**src/rtl/rtc_bus_arbiter_pkg.sv**
```systemverilog
`default_nettype none
// ============================================================================
// Module      : rtc_arb_pkg
// Description : Shared types and constants for the RTC write-engine arbiter
//               and its requesters.
// Revision    : 1.0 - initial release
// ============================================================================
package rtc_arb_pkg;

    typedef enum logic [1:0] {
        IDLE     = 2'd0,
        START    = 2'd1,
        WAIT_FIN = 2'd2,
        RELEASE  = 2'd3
    } arb_state_t;

    localparam int c_TIMEOUT_DEFAULT = 1024;

    // RTC command bytes issued by the requesters
    localparam logic [7:0] c_CMD_INIT = 8'hF0;
    localparam logic [7:0] c_CMD_EDIT = 8'hF1;
    localparam logic [7:0] c_CMD_READ = 8'hF2;

    function automatic int unsigned onehot_index(input logic [31:0] v);
        int unsigned idx;
        idx = 0;
        for (int i = 0; i < 32; i++) begin
            if (v[i]) idx = i;
        end
        return idx;
    endfunction

endpackage
`default_nettype wire

```
**src/rtl/rtc_bus_arbiter_if.sv**
```systemverilog
`default_nettype none
// ============================================================================
// Module      : rtc_bus_arbiter_if
// Description : Requester/engine-side bundle of the RTC bus arbiter.
// Revision    : 1.0 - initial release
// ============================================================================
interface rtc_bus_arbiter_if #(
    parameter int N = 3
);
    logic [N-1:0]   Req;
    logic [N-1:0]   Last;
    logic [8*N-1:0] Dir_in;
    logic [4*N-1:0] AddReg_in;
    logic [N-1:0]   SD_in;
    logic [N-1:0]   Cmd_in;
    logic           Fin;
    logic           Ciclo;
    logic [7:0]     DireccionF;
    logic [3:0]     AddRegF;
    logic           SDF;
    logic           CMDF;
    logic [N-1:0]   Grant;
    logic [N-1:0]   Done;
    logic [N-1:0]   Err;
    logic           Busy;

    modport slave (
        input  Req, Last, Dir_in, AddReg_in, SD_in, Cmd_in, Fin,
        output Ciclo, DireccionF, AddRegF, SDF, CMDF, Grant, Done, Err, Busy
    );

    modport master (
        output Req, Last, Dir_in, AddReg_in, SD_in, Cmd_in, Fin,
        input  Ciclo, DireccionF, AddRegF, SDF, CMDF, Grant, Done, Err, Busy
    );
endinterface
`default_nettype wire

```
**src/rtl/rtc_bus_arbiter_pick.sv**
```systemverilog
`default_nettype none
// ============================================================================
// Module      : rtc_arb_pick
// Description : Combinational one-hot picker; search starts at i_ptr+1 mod N.
// Revision    : 1.0 - initial release
// ============================================================================
module rtc_arb_pick #(
    parameter int N  = 3,
    parameter int PW = (N > 1) ? $clog2(N) : 1
) (
    input  wire logic [N-1:0]  i_req,
    input  wire logic [PW-1:0] i_ptr,
    output logic      [N-1:0]  o_pick
);

    always_comb begin
        logic          found;
        logic [PW-1:0] idx;
        o_pick = '0;
        found  = 1'b0;
        idx    = '0;
        for (int k = 0; k < N; k++) begin
            idx = PW'((int'(i_ptr) + 1 + k) % N);
            if (!found && i_req[idx]) begin
                o_pick[idx] = 1'b1;
                found       = 1'b1;
            end
        end
    end

endmodule
`default_nettype wire

```
**src/rtl/rtc_bus_arbiter.sv**
```systemverilog
`default_nettype none
// ============================================================================
// Module      : rtc_bus_arbiter
// Description : Grants the RTC write-cycle engine to one requester per burst,
//               muxes its fields and aborts hung cycles. RTC_ARB_RR_EN selects
//               round-robin instead of fixed priority.
// Revision    : 1.0 - initial release
// ============================================================================
module rtc_bus_arbiter
    import rtc_arb_pkg::*;
#(
    parameter int N       = 3,
    parameter int TIMEOUT = c_TIMEOUT_DEFAULT
) (
    input wire logic         Clock,
    input wire logic         Reset,
    rtc_bus_arbiter_if.slave arb_bus
);

    localparam int c_CW = $clog2(TIMEOUT);
    localparam int c_PW = (N > 1) ? $clog2(N) : 1;

    arb_state_t        r_state;
    arb_state_t        w_next;
    logic [N-1:0]      r_grant;
    logic [N-1:0]      r_done;
    logic [N-1:0]      r_err;
    logic [c_CW-1:0]   r_cnt;
    logic [N-1:0]      w_pick;
    logic [c_PW-1:0]   w_ptr;
    logic              w_any;
    logic              w_end_burst;
    logic              w_tmo;
    logic              w_ciclo;
    logic              w_busy;
    logic [7:0]        w_dir;
    logic [3:0]        w_areg;
    logic              w_sd;
    logic              w_cmd;

    assign w_any       = |arb_bus.Req;
    // A dropped request ends the burst at the next Fin just like Last
    assign w_end_burst = |(arb_bus.Last & r_grant) | ~|(arb_bus.Req & r_grant);
    assign w_tmo       = (r_cnt == c_CW'(TIMEOUT - 1));

`ifdef RTC_ARB_RR_EN
    logic [c_PW-1:0] r_ptr;

    always_ff @(posedge Clock) begin
        if (Reset) begin
            r_ptr <= c_PW'(N - 1);
        end else if (r_state == WAIT_FIN && w_next == RELEASE) begin
            r_ptr <= c_PW'(onehot_index(32'(r_grant)));
        end
    end

    assign w_ptr = r_ptr;
`else
    assign w_ptr = c_PW'(N - 1);
`endif

    rtc_arb_pick #(
        .N  (N),
        .PW (c_PW)
    ) u_pick (
        .i_req  (arb_bus.Req),
        .i_ptr  (w_ptr),
        .o_pick (w_pick)
    );

    always_ff @(posedge Clock) begin
        if (Reset) begin
            r_state <= IDLE;
        end else begin
            r_state <= w_next;
        end
    end

    always_comb begin
        w_next = r_state;
        case (r_state)
            IDLE:     if (w_any) w_next = START;
            START:    w_next = WAIT_FIN;
            WAIT_FIN: begin
                if (arb_bus.Fin) begin
                    w_next = w_end_burst ? RELEASE : START;
                end else if (w_tmo) begin
                    w_next = RELEASE;
                end
            end
            RELEASE:  w_next = IDLE;
            default:  w_next = IDLE;
        endcase
    end

    always_ff @(posedge Clock) begin
        if (Reset) begin
            r_grant <= '0;
            r_done  <= '0;
            r_err   <= '0;
            r_cnt   <= '0;
        end else begin
            r_done <= '0;
            r_err  <= '0;
            if (r_state == IDLE && w_any) begin
                r_grant <= w_pick;
            end else if (r_state == WAIT_FIN && w_next == RELEASE) begin
                r_grant <= '0;
                if (arb_bus.Fin) begin
                    r_done <= r_grant;
                end else begin
                    r_err <= r_grant;
                end
            end
            // Counter is zero during START; it saturates at TIMEOUT-1
            if (w_next == START) begin
                r_cnt <= '0;
            end else if ((r_state == START || r_state == WAIT_FIN) && !w_tmo) begin
                r_cnt <= r_cnt + c_CW'(1);
            end
        end
    end

    always_comb begin
        w_ciclo = (r_state == START);
        w_busy  = (r_state != IDLE);
        w_dir   = '0;
        w_areg  = '0;
        w_sd    = 1'b0;
        w_cmd   = 1'b0;
        for (int i = 0; i < N; i++) begin
            w_dir  = w_dir  | (arb_bus.Dir_in[8*i +: 8]    & {8{r_grant[i]}});
            w_areg = w_areg | (arb_bus.AddReg_in[4*i +: 4] & {4{r_grant[i]}});
            w_sd   = w_sd   | (arb_bus.SD_in[i]  & r_grant[i]);
            w_cmd  = w_cmd  | (arb_bus.Cmd_in[i] & r_grant[i]);
        end
    end

    assign arb_bus.Ciclo      = w_ciclo;
    assign arb_bus.Busy       = w_busy;
    assign arb_bus.DireccionF = w_dir;
    assign arb_bus.AddRegF    = w_areg;
    assign arb_bus.SDF        = w_sd;
    assign arb_bus.CMDF       = w_cmd;
    assign arb_bus.Grant      = r_grant;
    assign arb_bus.Done       = r_done;
    assign arb_bus.Err        = r_err;

endmodule
`default_nettype wire

```
**src/flat_wrapper.sv**
```systemverilog
// flat-port wrapper written by rule: the top's interface ports become plain ports
module rtc_bus_arbiter_flat import rtc_arb_pkg::*;
#(
    parameter int N       = 3,
    parameter int TIMEOUT = c_TIMEOUT_DEFAULT
)
  (Clock, Reset, arb_bus_Req, arb_bus_Last, arb_bus_Dir_in, arb_bus_AddReg_in, arb_bus_SD_in, arb_bus_Cmd_in, arb_bus_Fin, arb_bus_Ciclo, arb_bus_DireccionF, arb_bus_AddRegF, arb_bus_SDF, arb_bus_CMDF, arb_bus_Grant, arb_bus_Done, arb_bus_Err, arb_bus_Busy);
  rtc_bus_arbiter_if #(.N(N)) arb_bus_i ();
  input wire logic Clock;
  input wire logic Reset;
  input wire logic [$bits(arb_bus_i.Req)-1:0] arb_bus_Req;
  input wire logic [$bits(arb_bus_i.Last)-1:0] arb_bus_Last;
  input wire logic [$bits(arb_bus_i.Dir_in)-1:0] arb_bus_Dir_in;
  input wire logic [$bits(arb_bus_i.AddReg_in)-1:0] arb_bus_AddReg_in;
  input wire logic [$bits(arb_bus_i.SD_in)-1:0] arb_bus_SD_in;
  input wire logic [$bits(arb_bus_i.Cmd_in)-1:0] arb_bus_Cmd_in;
  input wire logic [$bits(arb_bus_i.Fin)-1:0] arb_bus_Fin;
  output wire logic [$bits(arb_bus_i.Ciclo)-1:0] arb_bus_Ciclo;
  output wire logic [$bits(arb_bus_i.DireccionF)-1:0] arb_bus_DireccionF;
  output wire logic [$bits(arb_bus_i.AddRegF)-1:0] arb_bus_AddRegF;
  output wire logic [$bits(arb_bus_i.SDF)-1:0] arb_bus_SDF;
  output wire logic [$bits(arb_bus_i.CMDF)-1:0] arb_bus_CMDF;
  output wire logic [$bits(arb_bus_i.Grant)-1:0] arb_bus_Grant;
  output wire logic [$bits(arb_bus_i.Done)-1:0] arb_bus_Done;
  output wire logic [$bits(arb_bus_i.Err)-1:0] arb_bus_Err;
  output wire logic [$bits(arb_bus_i.Busy)-1:0] arb_bus_Busy;
  assign arb_bus_i.Req = arb_bus_Req;
  assign arb_bus_i.Last = arb_bus_Last;
  assign arb_bus_i.Dir_in = arb_bus_Dir_in;
  assign arb_bus_i.AddReg_in = arb_bus_AddReg_in;
  assign arb_bus_i.SD_in = arb_bus_SD_in;
  assign arb_bus_i.Cmd_in = arb_bus_Cmd_in;
  assign arb_bus_i.Fin = arb_bus_Fin;
  assign arb_bus_Ciclo = arb_bus_i.Ciclo;
  assign arb_bus_DireccionF = arb_bus_i.DireccionF;
  assign arb_bus_AddRegF = arb_bus_i.AddRegF;
  assign arb_bus_SDF = arb_bus_i.SDF;
  assign arb_bus_CMDF = arb_bus_i.CMDF;
  assign arb_bus_Grant = arb_bus_i.Grant;
  assign arb_bus_Done = arb_bus_i.Done;
  assign arb_bus_Err = arb_bus_i.Err;
  assign arb_bus_Busy = arb_bus_i.Busy;
  rtc_bus_arbiter #(.N(N), .TIMEOUT(TIMEOUT)) u_core (.Clock(Clock), .Reset(Reset), .arb_bus(arb_bus_i));
endmodule
```
**config.mk**
```make
export PLATFORM = sky130hd
export DESIGN_NAME = rtc_bus_arbiter_flat
export DESIGN_NICKNAME = d
export VERILOG_FILES = /design/src/rtl/rtc_bus_arbiter_pkg.sv /design/src/rtl/rtc_bus_arbiter_if.sv /design/src/rtl/rtc_bus_arbiter_pick.sv /design/src/rtl/rtc_bus_arbiter.sv /design/src/flat_wrapper.sv
export SDC_FILE = /design/constraint.sdc
export NUM_CORES = 1
export LEC_CHECK = 0
export ABC_CLOCK_PERIOD_IN_PS = 3750
export BUFFER_PORTS_ARGS = -buffer_cell sky130_fd_sc_hd__buf_4
export CORE_ASPECT_RATIO = 0.8
export CORE_UTILIZATION = 51
export DETAILED_ROUTE_END_ITERATION = 10
export PLACE_DENSITY = 0.95
export SETUP_SLACK_MARGIN = 0.02
export SYNTH_ARGS = -nofsm -noshare
export SYNTH_HDL_FRONTEND = slang
export SYNTH_HIERARCHICAL = 1
export SYNTH_SLANG_ARGS = --single-unit
```
**constraint.sdc**
```tcl
create_clock -name Clock -period 3.75 [get_ports Clock]
set_clock_uncertainty 0.2 [all_clocks]
set_input_delay 0.375 -clock Clock [delete_from_list [all_inputs] [get_ports Clock]]
set_output_delay 0.375 -clock Clock [all_outputs]
set_load 0.01 [all_outputs]
```
==> results of run 1 <==
[worst min-delay path: stages]
cell and delay (ns):
buf_4 0.14, nand3_1 0.08, nor4_1 0.04
[cell families (layout without fill, tap and decap cells)]
logic type / after synthesis / count (layout)
simple gates: 62 / 62
compound gates: 56 / 56
buf+inv: 38 / 102
flops: 21 / 21
fa+ha+maj: 9 / 9
xor+xnor: 6 / 6
mux: 5 / 5
other cells: 2 / 6
[metal layers]
layer | track usage [%] | part of all wire (%) | wire length, µm
met4 | 9.220 | 0.79 | 36
met1 | 34.06 | 44 | 1992
met5 | 0 | 0 | 0
met3 | 3.017 | 6.4 | 294
met2 | 45.75 | 49 | 2241
[worst paths after layout]
check,start,to,cells past startpoint
worst max-delay path,u_core/arb_bus.Grant[0],u_core/r_cnt[5],4
worst min-delay path,arb_bus_Fin,u_core/arb_bus.Done[1],3
worst max register to register,u_core/arb_bus.Grant[0],u_core/r_cnt[5],4
worst min register to register,u_core/r_cnt[5],u_core/r_cnt[5],2
[sequential cells by signal, indices dropped and copies added (netlist names)]
register              cells
u_core/arb_bus.Err        3
u_core/arb_bus.Grant      3
u_core/r_state            2
u_core/arb_bus.Done       3
u_core/r_cnt             10
[where the power goes]
group	total, mW	switching, mW	internal, mW
clock network	0.147	0.0732	0.0739
registers	0.315	0.0674	0.248
logic	0.738	0.425	0.313
total	1.20	0.566	0.635
[per-stage QoR]
stage | util (%) | hold slack (ns) | std cells
2_1_floorplan | - | 0.2689 | 203
5_1_grt | 73.43 | 0.2346 | 307
3_3_place_gp | 71.94 | 0.2880 | 303
4_1_cts | 73.43 | 0.2242 | 307
6_report | 73.43 | 0.2346 | 307
3_5_place_dp | 71.94 | 0.2899 | 303
[area by class of cell]
type	instances	area, µm²
multi-input combinational	144	1116
fill	249	825.8
timing repair buffer	75	563.0
sequential	21	420.4
inverter	23	86.33
tap	40	50.05
clock buffer	3	41.29
clock inverter	1	5.005
[cells in the final DEF (no fill, tap or decap), drive strengths merged, types with 2 or more instances in the layout]
| master | n |
|---|---|
| nor3b | 3 |
| a222oi | 15 |
| xnor2 | 2 |
| mux2i | 5 |
| o21a | 2 |
| o31ai | 8 |
| nand3 | 5 |
| nor2 | 4 |
| o22ai | 2 |
| a221oi | 2 |
| nand2 | 11 |
| ha | 9 |
| nor2b | 2 |
| clkbuf | 3 |
| xor2 | 4 |
| nand3b | 10 |
| conb | 6 |
| o211ai | 4 |
| buf | 75 |
| nand2b | 2 |
| o21ai | 4 |
| a211oi | 8 |
| a21oi | 3 |
| or3 | 2 |
| nor3 | 5 |
| dfxtp | 21 |
| and2 | 2 |
| nor4 | 9 |
| inv | 23 |
| nand4 | 2 |
==> flow_summary.json, run 1 <==
{
  "status": "finished, final reports clean",
  "synthAdderAreaFrac_pct": 6.691,
  "critPathRequiredTime_ns": 3.66,
  "post_cts_buffers": 0,
  "leakagePower_nw": 1.019,
  "synth_top_area_share_pct": 24.98,
  "max_cap_viol_count": 0,
  "synth_edf_count": 0,
  "rsz0062_at_grt": "false",
  "postSynthAreaPerCell_um2": 8.457,
  "synth_cell_types": 51,
  "setup_ws_ns": 1.356,
  "synth-compound-area-share_pct": 28.85,
  "p_total_mw": 1.200,
  "post-dp-hpwl_um": 3322,
  "gr-total-overflow": 0,
  "grt_pass1_wl_um": 7189,
  "muxShareOfSynthArea_pct": 2.974,
  "place.port_buffers": 75,
  "synth_cells": 199,
  "ir_drop_uv": 286.9,
  "die_x_um": 66.23,
  "place_ws_ns": 1.417,
  "power_density_nw_per_um2": 525.9,
  "yosys.area_share.simple_pct": 23.35,
  "diodes": 0,
  "root_buffer": "clkbuf_8",
  "clk_latency_ns": 0.26,
  "cts_max_level": 1,
  "synth_top_family_by_area": "compound AO/OA/AOI/OAI gates",
  "dr.pass1.iters": 8,
  "critPathLaunchType": "register",
  "synth_commonest_cells": "23 x inv_1, 21 x dfxtp_1, 15 x a222oi_1, 11 x nand2_1, 10 x nand3b_1",
  "cts_tree": "done",
  "via_count": 1825,
  "die_area_um2": 3535,
  "antenna_left": 0,
  "hold_buffers": 0,
  "setup_viol": 0,
  "grt_pass1_vias": 1607,
  "place.gp.congestion": 0.8299,
  "end_kind": "register",
  "syn-cell-area_um2": 1683,
  "wl_um": 4564,
  "dieHeight_um": 53.38,
  "critPathBufInv": 0,
  "core_area_um2": 3108,
  "area_delta_synth_final_pct": 35.61,
  "yosysSeqAreaShare_pct": 24.98,
  "synth_area_leaders": "dfxtp_1 25%, a222oi_1 8.9%, ha_1 6.7%",
  "cp_cell_sequence": "a222oi_1 -> nand4b_1 -> a41oi_4 -> a221oi_1",
  "fmax_mhz": 417.6,
  "cts_buffers": 3,
  "dominantRegCellSynth": "dfxtp_1",
  "r2r_setup_slack_ns": 1.36,
  "fin_crit_ns": 2.394,
  "worst-path-max-fanout": 21,
  "drive_above_1_share_pct": 32.58,
  "postSynth.asyncResetShare_pct": 0,
  "synth_top_area_cell": "dfxtp_1",
  "maxSlewViolCount": 0,
  "worst_path_largest_cell_delay_ns": 0.77,
  "grt_usage_pct": 26.49,
  "crit_slowest_cell": "dfxtp_1",
  "tightest_slew_ns": 0.7238,
  "initial_utilization_pct": 54.15,
  "fin_area_um2": 2282,
  "place_area_um2": 2236,
  "drc": 0,
  "hold_viol_final": 0,
  "rows": 18,
  "yosysWarningCount": 6,
  "synth_most_common_cell": "inv_1",
  "tns_ns": 0,
  "hold_path_class": "input port to register",
  "antenna_found_initial": 0,
  "min_period_over_period_pct": 63.85,
  "ctsLongestPathBuffers": 2,
  "ios": 76,
  "clk_pin_slew_ns": 0.08,
  "drt_iter0_markers": 154,
  "vias_per_cell": 5.945,
  "critical_path_class": "register to register",
  "path_delay_family": "compound AO/OA/AOI/OAI gates",
  "detail_route.wl_per_cell_um": 14.87,
  "synth_seq_cells": 21,
  "slew_headroom_pct": 51.68,
  "post_cts_resize_count": 0,
  "grt_max_degree": 28,
  "cts_sinks": 21,
  "synth_xor_area_share_pct": 3.123,
  "layout.nets": 328,
  "critPathArrivalTime_ns": 2.31
}
(Power assumes the default switching activity.)
==> run 2, diff against run 1 <==
Settings changed: ABC_CLOCK_PERIOD_IN_PS 3750 to 2029, CORE_UTILIZATION 51 to 43, PLACE_DENSITY 0.95 to 0.89.
Clock period 3.75 ns to 2.03 ns, I/O delays scaled along.
==> run 2 against run 1 <==
  * Core utilization decreased by 1.5 points
  * Final cell count increased by 9.4%
  * Critical path type unchanged
  * Via count increased by 10%
  * Sequential power increased by 70%
  * Power increased by 140%
  * Sequential share of layout area decreased by 1.9 points
  * Sequential cell count unchanged
  * Highest routed layer unchanged
  * Hold slack got worse by 0.16 ns
  * Critical path depth increased by 4
  * Maximum frequency increased by 21%
  * Non-clock buffer count increased by 17
  * Global-route usage increased by 0.21 points
  * Largest power group unchanged
==> flow_summary.json, run 2 (same netlist as run 1, synthesis figures left out) <==
{
  "crit_path_frequent_cell": "nor3_4",
  "fin_area_um2": 2584,
  "critPathRequiredTime_ns": 1.97,
  "end_kind": "register",
  "worst_path_largest_cell_delay_ns": 0.37,
  "tns_ns": 0,
  "ctsLongestPathBuffers": 2,
  "fmax_mhz": 506.8,
  "setup_ws_ns": 0.05675,
  "gr-total-overflow": 0,
  "die_area_um2": 4170,
  "initial_utilization_pct": 46.88,
  "largest_register_ffs": 10,
  "power_density_nw_per_um2": 1104,
  "crit_slowest_cell": "dfxtp_4",
  "clk_pin_slew_ns": 0.08,
  "cp_cell_sequence": "inv_2 -> ha_4 -> nor3_4 -> a32o_2 -> buf_4 -> nor3_4 -> buf_12 -> a221oi_1",
  "min_period_over_period_pct": 97.20,
  "critical_path_class": "register to register",
  "maxSlewViolCount": 0,
  "place.gp.congestion": 0.8603,
  "place_ws_ns": -0.08527,
  "cts_tree": "done",
  "layout_commonest_cell": "buf_4",
  "worst-path-max-fanout": 9,
  "leakagePower_nw": 1.132,
  "post-dp-hpwl_um": 3806,
  "core_area_um2": 3590,
  "layout.nets": 345,
  "via_count": 2009,
  "ir_drop_uv": 679.2,
  "max_cap_viol_count": 0,
  "grt_pass1_vias": 1874,
  "diodes": 0,
  "ios": 76,
  "largest_register": "u_core/r_cnt",
  "grt_usage_pct": 26.70,
  "place.port_buffers": 75,
  "vias_per_cell": 5.979,
  "status": "finished, final reports clean",
  "drive_above_1_share_pct": 43.31,
  "grt_max_degree": 28,
  "root_buffer": "clkbuf_8",
  "area_delta_synth_final_pct": 53.53,
  "place_area_um2": 2376,
  "hold_path_class": "input port to register",
  "cts_buffers": 3,
  "p_total_mw": 2.852,
  "wl_um": 6005,
  "hold_viol_final": 0,
  "cts_sinks": 21,
  "die_x_um": 71.95,
  "cts_max_level": 1,
  "rsz0062_at_grt": "true",
  "dr.pass1.iters": 7,
  "grt_pass1_wl_um": 8769,
  "setup_viol": 0,
  "mostFrequentLayoutCells": "90 x buf_4, 21 x inv_1, 17 x dfxtp_1",
  "dieHeight_um": 57.96,
  "fin_crit_ns": 1.973,
  "critPathArrivalTime_ns": 1.91,
  "clk_latency_ns": 0.27,
  "antenna_left": 0,
  "critPathLaunchType": "register",
  "r2r_setup_slack_ns": 0.06,
  "rows": 19,
  "detail_route.wl_per_cell_um": 17.87,
  "drc": 0,
  "antenna_found_initial": 0,
  "drt_iter0_markers": 315
}
run 2: cell count changes in the layout (fill, tap and decap cells not counted), sizes merged:
cell,previous run,this run
clkinvlp,0,1
buf,75,92
clkinv,1,0
run 2: where the power goes:
group	leakage, nW	internal (mW)	total [mW]	switching, mW
registers	0.172	0.468	0.534	0.0660
logic	0.938	0.927	2.02	1.10
clock network	0.0217	0.139	0.296	0.156
run 2: path summary, 6_finish.rpt:
check                     from                     end  cells after the start
max          u_core/r_state[0]         u_core/r_cnt[6]                      8
min                arb_bus_Fin  u_core/arb_bus.Done[0]                      3
max reg2reg  u_core/r_state[0]         u_core/r_cnt[6]                      8
min reg2reg    u_core/r_cnt[5]         u_core/r_cnt[5]                      2
run 2: critical path: cells and delay by family, from the launching register on:
family                     cells  cell delay (ns)
and+or+nand+nor                2             0.29
buffers and inverters          3             0.45
DFF                            1             0.37
adders and majority gates      1             0.20
AOI/OAI and AO/OA              2             0.33
run 2: final cells by class:
| type | instances | area (µm²) |
|---|---|---|
| inverters | 23 | 86.33 |
| fillers | 255 | 1006 |
| flip-flops and latches | 21 | 427.9 |
| repair buffers | 92 | 715.7 |
| clock inverters | 1 | 7.507 |
| multi-input cells | 144 | 1240 |
| well taps | 52 | 65.06 |
| clock buffers | 3 | 41.29 |
run 2: per-stage QoR:
step / utilization (%) / cells / hold WS, ns
after global routing: 71.98 / 336 / 0.07691
final: 71.98 / 336 / 0.07191
after CTS: 68.11 / 334 / 0.03822
after global placement: 66.19 / 330 / 0.2899
after floorplan: - / 203 / 0.2664
after detailed placement: 66.19 / 330 / 0.3169
run 2: timing repair:
item / 4_1_cts / 5_1_grt
endpoints found under the setup margin: 16 / 18
pin swaps: 0 / 6
hold buffers: 0 / 0
resized for setup: 5 / 23
hold endpoints to repair: 0 / 0
setup buffers: 0 / 2
run 2: metal layers:
layer / vias up / wire length (µm) / track usage (%)
met4: 0 / 55 / 8.123
li1: 935 / - / -
met2: 97 / 2956 / 44.88
met5: - / 0 / 0
met1: 969 / 2607 / 35.06
met3: 8 / 386 / 5.043
